$ cat src/rtl/g726_pkg.sv
// Shared G.726 constants, FSM state encoding and request payload for the UPA2 stage.
package g726_pkg;

    localparam int unsigned COEF_W = 16;
    localparam int unsigned UGA_W  = 17;
    localparam int unsigned CHW    = 5;

    // Gain-term constants for the second-pole update
    localparam logic [UGA_W-1:0]  UGA2A_PLUS   = 17'h04000;
    localparam logic [UGA_W-1:0]  UGA2A_MINUS  = 17'h1C000;

    // FA1 clamp thresholds and the clamped values (+/-32764 in 17-bit two's complement)
    localparam logic [COEF_W-1:0] FA1_POS_LIM  = 16'd8191;
    localparam logic [COEF_W-1:0] FA1_NEG_LIM  = 16'd57345;
    localparam logic [UGA_W-1:0]  FA1_POS_SAT  = 17'd32764;
    localparam logic [UGA_W-1:0]  FA1_NEG_SAT  = 17'h18004;

    // Sign-extension offsets for the arithmetic right shifts by 7
    localparam logic [COEF_W-1:0] UGA2_NEG_OFS = 16'd64512;
    localparam logic [COEF_W-1:0] ULA2_NEG_OFS = 16'd65024;

    typedef enum logic [1:0] {
        ST_IDLE = 2'd0,
        ST_READ = 2'd1,
        ST_CALC = 2'd2,
        ST_HOLD = 2'd3
    } upa2_state_e;

    typedef struct packed {
        logic [CHW-1:0]    ch;
        logic              pk0;
        logic              pk1;
        logic              pk2;
        logic              sigpk;
        logic [COEF_W-1:0] a1;
    } upa2_req_t;

endpackage

$ cat src/rtl/upa2_stage_if.sv
// Request, A2T result and LIMC writeback bundle of the UPA2 stage.
interface upa2_stage_if;
    import g726_pkg::*;

    logic              in_valid;
    logic              in_ready;
    logic [CHW-1:0]    in_ch;
    logic              pk0;
    logic              pk1;
    logic              pk2;
    logic              sigpk;
    logic [COEF_W-1:0] a1;

    logic              a2t_valid;
    logic              a2t_ready;
    logic [CHW-1:0]    a2t_ch;
    logic [COEF_W-1:0] a2t;

    logic              wb_valid;
    logic [CHW-1:0]    wb_ch;
    logic [COEF_W-1:0] wb_a2p;

    modport master (
        output in_valid, in_ch, pk0, pk1, pk2, sigpk, a1, a2t_ready,
               wb_valid, wb_ch, wb_a2p,
        input  in_ready, a2t_valid, a2t_ch, a2t
    );

    modport slave (
        input  in_valid, in_ch, pk0, pk1, pk2, sigpk, a1, a2t_ready,
               wb_valid, wb_ch, wb_a2p,
        output in_ready, a2t_valid, a2t_ch, a2t
    );

endinterface

$ cat src/rtl/upa2_calc.sv
// Combinational G.726 UPA2 datapath: unlimited second-pole update A2T from A2, A1 and sign bits.
module upa2_calc
    import g726_pkg::*;
(
    input  logic              pk0,
    input  logic              pk1,
    input  logic              pk2,
    input  logic              sigpk,
    input  logic [COEF_W-1:0] a1,
    input  logic [COEF_W-1:0] a2,
    output logic [COEF_W-1:0] a2t_c
);

    logic              pks1;
    logic              pks2;
    logic [UGA_W-1:0]  uga2a;
    logic [UGA_W-1:0]  fa1;
    logic [UGA_W-1:0]  fa;
    logic [UGA_W-1:0]  uga2b;
    logic [COEF_W-1:0] uga2_sh;
    logic [COEF_W-1:0] ula2_sh;
    logic [COEF_W-1:0] uga2;
    logic [COEF_W-1:0] ula2;

    // Gain term UGA2, leak term ULA2 and their modulo-2^16 sum with A2
    always_comb begin
        pks1 = pk0 ^ pk1;
        pks2 = pk0 ^ pk2;
        uga2a = pks2 ? UGA2A_MINUS : UGA2A_PLUS;

        // FA1 = 4*A1 clamped to +/-32764
        if (!a1[COEF_W-1]) begin
            fa1 = (a1 <= FA1_POS_LIM) ? {a1[COEF_W-2:0], 2'b00} : FA1_POS_SAT;
        end else begin
            fa1 = (a1 >= FA1_NEG_LIM) ? {a1[COEF_W-2:0], 2'b00} : FA1_NEG_SAT;
        end

        fa    = pks1 ? fa1 : UGA_W'(17'd0 - fa1);
        uga2b = UGA_W'(uga2a + fa);

        uga2_sh = COEF_W'(uga2b[UGA_W-1:7]);
        if (sigpk) begin
            uga2 = '0;
        end else if (uga2b[UGA_W-1]) begin
            uga2 = COEF_W'(uga2_sh + UGA2_NEG_OFS);
        end else begin
            uga2 = uga2_sh;
        end

        ula2_sh = COEF_W'(a2[COEF_W-1:7]);
        if (a2[COEF_W-1]) begin
            ula2 = COEF_W'(16'd0 - COEF_W'(ula2_sh + ULA2_NEG_OFS));
        end else begin
            ula2 = COEF_W'(16'd0 - ula2_sh);
        end

        a2t_c = COEF_W'(a2 + uga2 + ula2);
    end

endmodule

$ cat src/rtl/upa2_stage.sv
// Time-multiplexed UPA2 stage: per-channel A2 store, one request in flight, A2T handed to LIMC.
module upa2_stage
    import g726_pkg::*;
#(
    parameter int unsigned NCH = 32
) (
    input  logic        clk,
    input  logic        reset,
    upa2_stage_if.slave bus,
    input  logic        scan_in0,
    input  logic        scan_enable,
    input  logic        test_mode,
    output logic        scan_out0
);

    upa2_state_e       state_q;
    upa2_state_e       state_d;
    upa2_req_t         req_q;

    logic [COEF_W-1:0] a2_mem [NCH];
    logic [COEF_W-1:0] a2_q;
    logic [COEF_W-1:0] a2_rd_c;
    logic [COEF_W-1:0] a2t_calc_c;

    logic              in_ready_q;
    logic              a2t_valid_q;
    logic [CHW-1:0]    a2t_ch_q;
    logic [COEF_W-1:0] a2t_q;

    logic              accept_c;
    logic              wb_in_range_c;
    logic              wb_hit_c;
    logic              load_req_c;
    logic              load_a2_c;
    logic              load_a2t_c;

    assign bus.in_ready  = in_ready_q;
    assign bus.a2t_valid = a2t_valid_q;
    assign bus.a2t_ch    = a2t_ch_q;
    assign bus.a2t       = a2t_q;

    assign accept_c      = bus.in_valid & in_ready_q;
    assign wb_in_range_c = ({1'b0, bus.wb_ch} < (CHW+1)'(NCH));
    assign wb_hit_c      = bus.wb_valid & wb_in_range_c & (bus.wb_ch == req_q.ch);

    // A2 fetch for the latched channel; a same-cycle writeback to it wins
    assign a2_rd_c = wb_hit_c ? bus.wb_a2p : a2_mem[req_q.ch];

    // State register
    always_ff @(posedge clk or negedge reset) begin
        if (!reset) begin
            state_q <= ST_IDLE;
        end else begin
            state_q <= state_d;
        end
    end

    // Next-state decode
    always_comb begin
        state_d = state_q;
        case (state_q)
            ST_IDLE: if (accept_c) state_d = ST_READ;
            ST_READ: state_d = ST_CALC;
            ST_CALC: state_d = ST_HOLD;
            ST_HOLD: if (bus.a2t_ready) state_d = ST_IDLE;
            default: state_d = ST_IDLE;
        endcase
    end

    // Per-state datapath load strobes
    always_comb begin
        load_req_c = 1'b0;
        load_a2_c  = 1'b0;
        load_a2t_c = 1'b0;
        case (state_q)
            ST_IDLE: load_req_c = accept_c;
            ST_READ: load_a2_c  = 1'b1;
            ST_CALC: load_a2t_c = 1'b1;
            default: ;
        endcase
    end

    upa2_calc u_calc (
        .pk0   (req_q.pk0),
        .pk1   (req_q.pk1),
        .pk2   (req_q.pk2),
        .sigpk (req_q.sigpk),
        .a1    (req_q.a1),
        .a2    (a2_q),
        .a2t_c (a2t_calc_c)
    );

    // Request latch, fetched A2, registered A2T and handshake outputs
    always_ff @(posedge clk or negedge reset) begin
        if (!reset) begin
            req_q       <= '0;
            a2_q        <= '0;
            a2t_q       <= '0;
            a2t_ch_q    <= '0;
            in_ready_q  <= 1'b0;
            a2t_valid_q <= 1'b0;
            scan_out0   <= 1'b0;
        end else begin
            in_ready_q  <= (state_d == ST_IDLE);
            a2t_valid_q <= (state_d == ST_HOLD);
            scan_out0   <= scan_enable & test_mode & scan_in0;
            if (load_req_c) begin
                req_q <= '{ch: bus.in_ch, pk0: bus.pk0, pk1: bus.pk1, pk2: bus.pk2,
                           sigpk: bus.sigpk, a1: bus.a1};
            end
            if (load_a2_c) begin
                a2_q <= a2_rd_c;
            end
            if (load_a2t_c) begin
                a2t_q    <= a2t_calc_c;
                a2t_ch_q <= req_q.ch;
            end
        end
    end

    // A2 store: LIMC writeback in any state, out-of-range channels dropped
    always_ff @(posedge clk or negedge reset) begin
        if (!reset) begin
            for (int unsigned i = 0; i < NCH; i++) begin
                a2_mem[i] <= '0;
            end
        end else if (bus.wb_valid && wb_in_range_c) begin
            a2_mem[bus.wb_ch] <= bus.wb_a2p;
        end
    end

endmodule

$ cat src/flat_wrapper.sv
// flat-port wrapper written by rule: the top's interface ports become plain ports
module upa2_stage_flat import g726_pkg::*;
#(
    parameter int unsigned NCH = 32
)
  (clk, reset, scan_in0, scan_enable, test_mode, scan_out0, bus_in_valid, bus_in_ch, bus_pk0, bus_pk1, bus_pk2, bus_sigpk, bus_a1, bus_a2t_ready, bus_wb_valid, bus_wb_ch, bus_wb_a2p, bus_in_ready, bus_a2t_valid, bus_a2t_ch, bus_a2t);
  upa2_stage_if bus_i ();
  input  logic clk;
  input  logic reset;
  input  logic scan_in0;
  input  logic scan_enable;
  input  logic test_mode;
  output logic scan_out0;
  input wire logic [$bits(bus_i.in_valid)-1:0] bus_in_valid;
  input wire logic [$bits(bus_i.in_ch)-1:0] bus_in_ch;
  input wire logic [$bits(bus_i.pk0)-1:0] bus_pk0;
  input wire logic [$bits(bus_i.pk1)-1:0] bus_pk1;
  input wire logic [$bits(bus_i.pk2)-1:0] bus_pk2;
  input wire logic [$bits(bus_i.sigpk)-1:0] bus_sigpk;
  input wire logic [$bits(bus_i.a1)-1:0] bus_a1;
  input wire logic [$bits(bus_i.a2t_ready)-1:0] bus_a2t_ready;
  input wire logic [$bits(bus_i.wb_valid)-1:0] bus_wb_valid;
  input wire logic [$bits(bus_i.wb_ch)-1:0] bus_wb_ch;
  input wire logic [$bits(bus_i.wb_a2p)-1:0] bus_wb_a2p;
  output wire logic [$bits(bus_i.in_ready)-1:0] bus_in_ready;
  output wire logic [$bits(bus_i.a2t_valid)-1:0] bus_a2t_valid;
  output wire logic [$bits(bus_i.a2t_ch)-1:0] bus_a2t_ch;
  output wire logic [$bits(bus_i.a2t)-1:0] bus_a2t;
  assign bus_i.in_valid = bus_in_valid;
  assign bus_i.in_ch = bus_in_ch;
  assign bus_i.pk0 = bus_pk0;
  assign bus_i.pk1 = bus_pk1;
  assign bus_i.pk2 = bus_pk2;
  assign bus_i.sigpk = bus_sigpk;
  assign bus_i.a1 = bus_a1;
  assign bus_i.a2t_ready = bus_a2t_ready;
  assign bus_i.wb_valid = bus_wb_valid;
  assign bus_i.wb_ch = bus_wb_ch;
  assign bus_i.wb_a2p = bus_wb_a2p;
  assign bus_in_ready = bus_i.in_ready;
  assign bus_a2t_valid = bus_i.a2t_valid;
  assign bus_a2t_ch = bus_i.a2t_ch;
  assign bus_a2t = bus_i.a2t;
  upa2_stage #(.NCH(NCH)) u_core (.clk(clk), .reset(reset), .bus(bus_i), .scan_in0(scan_in0), .scan_enable(scan_enable), .test_mode(test_mode), .scan_out0(scan_out0));
endmodule
$ cat config.mk
export PLATFORM = sky130hd
export DESIGN_NAME = upa2_stage_flat
export DESIGN_NICKNAME = d
export VERILOG_FILES = /design/src/rtl/g726_pkg.sv /design/src/rtl/upa2_stage_if.sv /design/src/rtl/upa2_calc.sv /design/src/rtl/upa2_stage.sv /design/src/flat_wrapper.sv
export SDC_FILE = /design/constraint.sdc
export NUM_CORES = 1
export LEC_CHECK = 0
export ABC_AREA = 1
export CAP_MARGIN = 5
export CORE_MARGIN = 8
export CORE_UTILIZATION = 36
export CTS_BUF_LIST = sky130_fd_sc_hd__clkbuf_4
export DETAILED_ROUTE_END_ITERATION = 7
export PLACE_DENSITY = 0.58
export SLEW_MARGIN = 10
export SYNTH_ARGS = -nofsm -noshare
export SYNTH_HDL_FRONTEND = slang
export SYNTH_SLANG_ARGS = --single-unit
$ cat constraint.sdc
create_clock -name clk -period 4.05 [get_ports clk]
set_input_delay 0.81 -clock clk [delete_from_list [all_inputs] [get_ports clk]]
set_output_delay 0.81 -clock clk [all_outputs]
set_load 0.005 [all_outputs]
[Yosys cells after proc, flatten, opt, wreduce, memory -nomap -nowiden]
Cells that the tools add are included.
Operators by class
  $add $sub $neg: 8
  bitwise gates (word level): 8
  muxes and demuxes: 21
  order comparisons: 5
  reduce and logical (&&, ||, !) cells: 3
  equality and inequality tests: 5
Operators with widths (number)
  $bwmux W512: 1
  $mux W16: 7
  $mux W17: 5
  $bmux W16 S5: 1
  $demux W16 S5: 1
  $add A16 B16 Y16: 2
  $add A17 B17 Y17: 1
  $sub A1 B17 Y17 const A: 1
  $ge A16 B16 Y1 const B: 1
  $le A16 B13 Y1 const B: 1
  $add A11 B11 Y12 const B: 1
  $ge A6 B6 Y1 const B: 2
  $not A5 Y6: 2
  $sub A1 B11 Y12 const A: 1
  $add A10 B10 Y11 const B: 1
  $sub A1 B9 Y10 const A: 1
  $pmux W2 S4: 1
  $eq A2 B2 Y1 const B: 3
  $lt A6 B1 Y1 const B: 1
  $eq A5 B5 Y1: 1
  $and A1 B1 Y1: 4
  $logic_not A2 Y1: 2
  $mux W2: 2
  $mux W1: 3
  other kinds (3): 4
Word-level totals
  flip-flop bits (word level): 579
  input port bits: 54
  logic and storage cells: 95

[Logic depth before layout (Yosys ltp)]
  depth after elaboration: 11
  depth in mapped cells: 35
  mapped depth without buffers: 35

[Cells and area by module]
A second synthesis with hierarchy kept.
Unflattened totals
  cells, all modules: 3481
  area, all modules: 27908.0 µm²
By module, submodules not included
  upa2_stage: cells an instance 3206, area each 26127.6 µm², instances 1
  upa2_calc: cells an instance 275, area each 1780.5 µm², instances 1

[Worst setup path after synthesis]
OpenSTA, ideal clock, no wires.
  kind: register to register
  start: register u_core.req_q[2] (netlist name)
  end: register u_core.a2t_q[15] (netlist: u_core.bus.a2t[15])
  buffers on the path: 0
  stages on the path, launching flop included: 30
  library setup time: 66 ps
  clock period less this slack: 4415 ps
  slack: -365 ps
  required time: 3984 ps
  arrival: 4350 ps
  cell sequence: dfrtp_1 nor2_2 nand2_1 nor2_1 nand2_1 nand2_1 nand2_2 a21oi_1 inv_1 o21ai_0 nand2_1 nand2_1 nand2_1 fa_1 xor2_1 xor2_1 inv_1 nand2_1 nand2_1 nor2_2 inv_1 fa_1 inv_1 ha_1 a21oi_1 o21ai_0 a211oi_1 a21oi_1 nand3b_1 nand2_1
On the way
  cells in the longest elaborated chain, start to end: 11
RTL lines
  from (decl): line upa2_stage.sv:18  | upa2_req_t req_q;
  from (signal assigned): line upa2_stage.sv:108  | req_q <= '{ch: bus.in_ch, pk0: bus.pk0, pk1: bus.pk1, pk2: bus.pk2,
  $le A16 B13 Y1 or $ge A16 B16 Y1 (tied branches): line upa2_calc.sv:33, upa2_calc.sv:35
  $mux W17 (on tied branches): line upa2_calc.sv:33, upa2_calc.sv:35
  $mux W17 (*): line upa2_calc.sv:32  | if (!a1[COEF_W-1]) begin
  $sub A1 B17 Y17: line upa2_calc.sv:38  | fa = pks1 ? fa1 : UGA_W'(17'd0 - fa1);
  $mux W17 (*): line upa2_calc.sv:38
  $add A17 B17 Y17 (*): line upa2_calc.sv:39  | uga2b = UGA_W'(uga2a + fa);
  $add A11 B11 Y12: line upa2_calc.sv:45  | uga2 = COEF_W'(uga2_sh + UGA2_NEG_OFS);
  $mux W16 (*): line upa2_calc.sv:44  | end else if (uga2b[UGA_W-1]) begin
  $mux W16 (*): line upa2_calc.sv:42  | if (sigpk) begin
  $add A16 B16 Y16 (*) (2 in a row): line upa2_calc.sv:57  | a2t_c = COEF_W'(a2 + uga2 + ula2);
  to (signal assigned): line upa2_stage.sv:115  | a2t_q <= a2t_calc_c;
  to (decl): line upa2_stage.sv:28  | logic [COEF_W-1:0] a2t_q;
Mark *: on every way between the ends. The rest lies on a longest branch, timed or not.
A chain may end at the register's enable or synchronous reset.

[Worst setup path in the final report]
  start: register u_core.req_q[14] (netlist name)
  end: register u_core.a2t_q[15] (netlist: u_core.bus.a2t[15])
Same word-level chain as after synthesis.

==> results_dict.tcl <==
set metrics [dict create \
    status "complete, but fails checks" \
    violations "negative setup slack" \
    die_h_um 291 \
    setup-violations-final 6 \
    cp_max_fo 5 \
    grt_pass1_wl_mm 138 \
    hold_end "u_core.bus.a2t_valid" \
    critical_path.most_common_cell "nand2_1" \
    reg2reg_depth 29 \
    overflow 0 \
    die_area_sq_um 84800 \
    core-area_sq_um 75400 \
    pwr-share-seq 0.281 \
    h-tree-depth 4 \
    grt_max_degree 133 \
    nFillCells 7659 \
    holdCritPathClass "input pin to flip-flop" \
    cp_data_arrival_time_ns 5.33 \
    routed_wl_mm 88.0 \
    cts_root_buf "clkbuf_4" \
    pwr-share-clk 0.204 \
    ys_ff_latch 579 \
    ff2ff_setup_slack_ns -0.42 \
    syn_area_sq_um 27200 \
    maxCapViolCount 0 \
    antenna_found_initial 4 \
    grt_pass1_vias 23100 \
    holdWs_ns 0.382 \
    synthCells 3287 \
    hp-start "bus_a2t_ready" \
    post-route-period-util 1.10 \
    clk_latency_ns 1.01 \
    slew_viol_final 0 \
    synth_edf_count 0 \
    cp_slowest_cell "fa_1" \
    place_hpwl_mm 52.9 \
    fp.dieW_um 291 \
    final_cells 4538 \
    pre_cts_ws_ns -0.568 \
    placed_cells 4224 \
    synth_largest_area_cell "dfrtp_1" \
    ys_seq_area_frac 0.532 \
    cts_made_buffers 161 \
    setup_ws_ns -0.417 \
    dr.pass1.iters 6 \
    ir_worst_vdd_uv 750 \
    rsz0062_at_grt "true" \
    synth_top_area_share 0.532 \
    synth_cell_type_count 45 \
    skew_ns 0.0866 \
    start_util 0.361 \
    nets 3514 \
    seq_area_sq_um 14500 \
    setup_tns_ns -1.74 \
    drc_errors 0 \
    start_kind "flip-flop" \
    wire_per_inst_um 19.4 \
    multiInputGateArea_sq_um 11400 \
    viasPerCell 5.29 \
    syn_to_final_growth_pct 17.5 \
    routed-via-count 24000 \
    relSlewSlack 0.314 \
    cts.sinks 579 \
    rr_endpoint "u_core.bus.a2t[15]" \
    grtUsageTotal 0.205 \
    yosys_most_used_dff "dfrtp_1" \
    synth_common_cells "778 x o21ai_0, 745 x nand2_1, 579 x dfrtp_1" \
    whs_path_depth 2 \
    rows 101 \
    yosys-top-cells-area "dfrtp_1 53%, o21ai_0 14%, nand2_1 10%, nor2_1 5.2%, clkbuf_1 2.8%" \
    p_switching_mw 12.2 \
    pwr-share-comb 0.515 \
    ant_nets 0 \
    dr.first_iter.drc_count 1877 \
    io_buffers 77 \
    power_mw 28.3 \
    internal_power_mw 16.1 \
    synthMostInstantiatedCell "o21ai_0" \
    clk_path_buf_depth 3 \
    syn_avg_cell_area_sq_um 8.29 \
    cts_tree "done" \
    drive_gt1_frac 0.147 \
    ios 78 \
    clkTransAtPathRegs_ns 0.07 \
    worst_ep_required_time_ns 4.91 \
    fmax_mhz 224 \
    end_kind "flip-flop" \
    final_hold_viol_count 0 \
    syn-num-nets 3375 \
    slowest_delay_ns 0.52 \
    p_sw_frac 0.432 \
    r2r-start "u_core.req_q[14]" \
    crit_type "flip-flop to flip-flop" \
    leakage_nw 14.7 \
    fin_crit_ns 4.47 \
    synth_warnings 0 \
    gp_congestion 0.830 \
    synthArstFlopShare 1.00 \
    powerDensity_nw_per_um2 885 \
    tightest_slew_ns 1.03 \
]
[power by group through the flow]
stage	Clock [mW]	Sequential, mW	Combinational, mW
2_1_floorplan	0	7.76	8.82
3_3_place_gp	0	8.02	13.6
3_5_place_dp	0	8.03	13.7
4_1_cts	5.93	7.94	14.2
5_1_grt	6.26	8.12	16.1
6_report	5.78	7.95	14.6
[cell type report]
| cell class | instances | area share |
|---|---|---|
| sequential | 579 | 0.453 |
| multi-input combinational | 2330 | 0.357 |
| timing repair buffer | 241 | 0.0682 |
| clock buffer | 250 | 0.0586 |
| tap | 978 | 0.0382 |
| inverter | 113 | 0.0136 |
| clock inverter | 40 | 0.0109 |
| antenna | 7 | 0.000547 |
[worst max-delay path, delay by kind of cell, from the launching register on]
| kind | cells | cell delay (ns) |
|---|---|---|
| fa+ha+maj | 3 | 1.18 |
| simple gates | 14 | 1.40 |
| compound gates | 5 | 0.73 |
| buf+inv | 5 | 0.33 |
| xor+xnor | 2 | 0.30 |
| flops | 1 | 0.44 |
[routing by layer]
layer	vias to the layer above	part of all wire	GRT usage	wire (um)
met2	829	0.46	0.323	40200
li1	11400	-	-	-
met4	0	0.030	0.0742	2630
met1	11700	0.44	0.277	39000
met5	-	0	0	0
met3	157	0.069	0.0460	6080
[how the worst max path moves through the flow]
stage	end	slack (ns)	startpoint	cells past startpoint
2_1_floorplan	u_core.bus.a2t[15]	-0.21	u_core.req_q[13]	29
3_3_place_gp	u_core.bus.a2t[15]	-0.47	u_core.req_q[2]	31
3_5_place_dp	u_core.bus.a2t[15]	-0.57	u_core.req_q[13]	29
4_1_cts	u_core.bus.a2t[15]	-0.38	u_core.req_q[3]	32
5_1_grt	u_core.bus.a2t[14]	-0.72	u_core.req_q[14]	31
6_report	u_core.bus.a2t[15]	-0.42	u_core.req_q[14]	29
[layout by cell type, fill, tap and decap left out, types with 39 or more instances in the layout]
| cell type | count |
|---|---|
| a21oi_1 | 81 |
| buf_4 | 149 |
| clkbuf_4 | 250 |
| clkdlybuf4s50_1 | 76 |
| dfrtp_1 | 574 |
| inv_1 | 90 |
| nand2_1 | 734 |
| nand3_1 | 43 |
| nor2_1 | 372 |
| o21ai_0 | 775 |
| o21ai_1 | 39 |
| o22ai_1 | 99 |
[through the flow]
| stage | utilization | area [sq um] |
|---|---|---|
| floorplan | - | 27300 |
| global placement | 0.391 | 29500 |
| detailed placement | 0.391 | 29500 |
| CTS | 0.423 | 31900 |
| global route | 0.424 | 32000 |
| finish | 0.424 | 32000 |
[flip-flops by register name, indices dropped and copies added, names as in the netlist]
register,cells
u_core.a2_q,16
u_core.bus.a2t,16
u_core.a2_mem,512
u_core.req_q,25
u_core.bus.a2t_valid,1
u_core.bus.a2t_ch,5
u_core.state_q,2
u_core.scan_out0,1
u_core.bus.in_ready,1
[repair_timing]
| action | in CTS | in global routing |
|---|---|---|
| buffers inserted | 11 | 5 |
| resized for setup | 20 | 14 |
| pin swaps | 21 | 13 |
| endpoints found under the setup margin | 7 | 7 |
| hold buffers | 1 | 0 |
| hold endpoints to repair | 75 | 0 |
[cell families after synthesis]
group	count (synthesis)	synth area share
flip-flops	579	0.532
AO/OA/AOI/OAI	1064	0.207
multiplexers	11	0.00455
adder cells (fa/ha/maj)	34	0.0203
XOR/XNOR	18	0.00579
AND/OR/NAND/NOR	1203	0.173
buffers and inverters	378	0.0573
No activity file was read; power rests on OpenSTA's default activity.
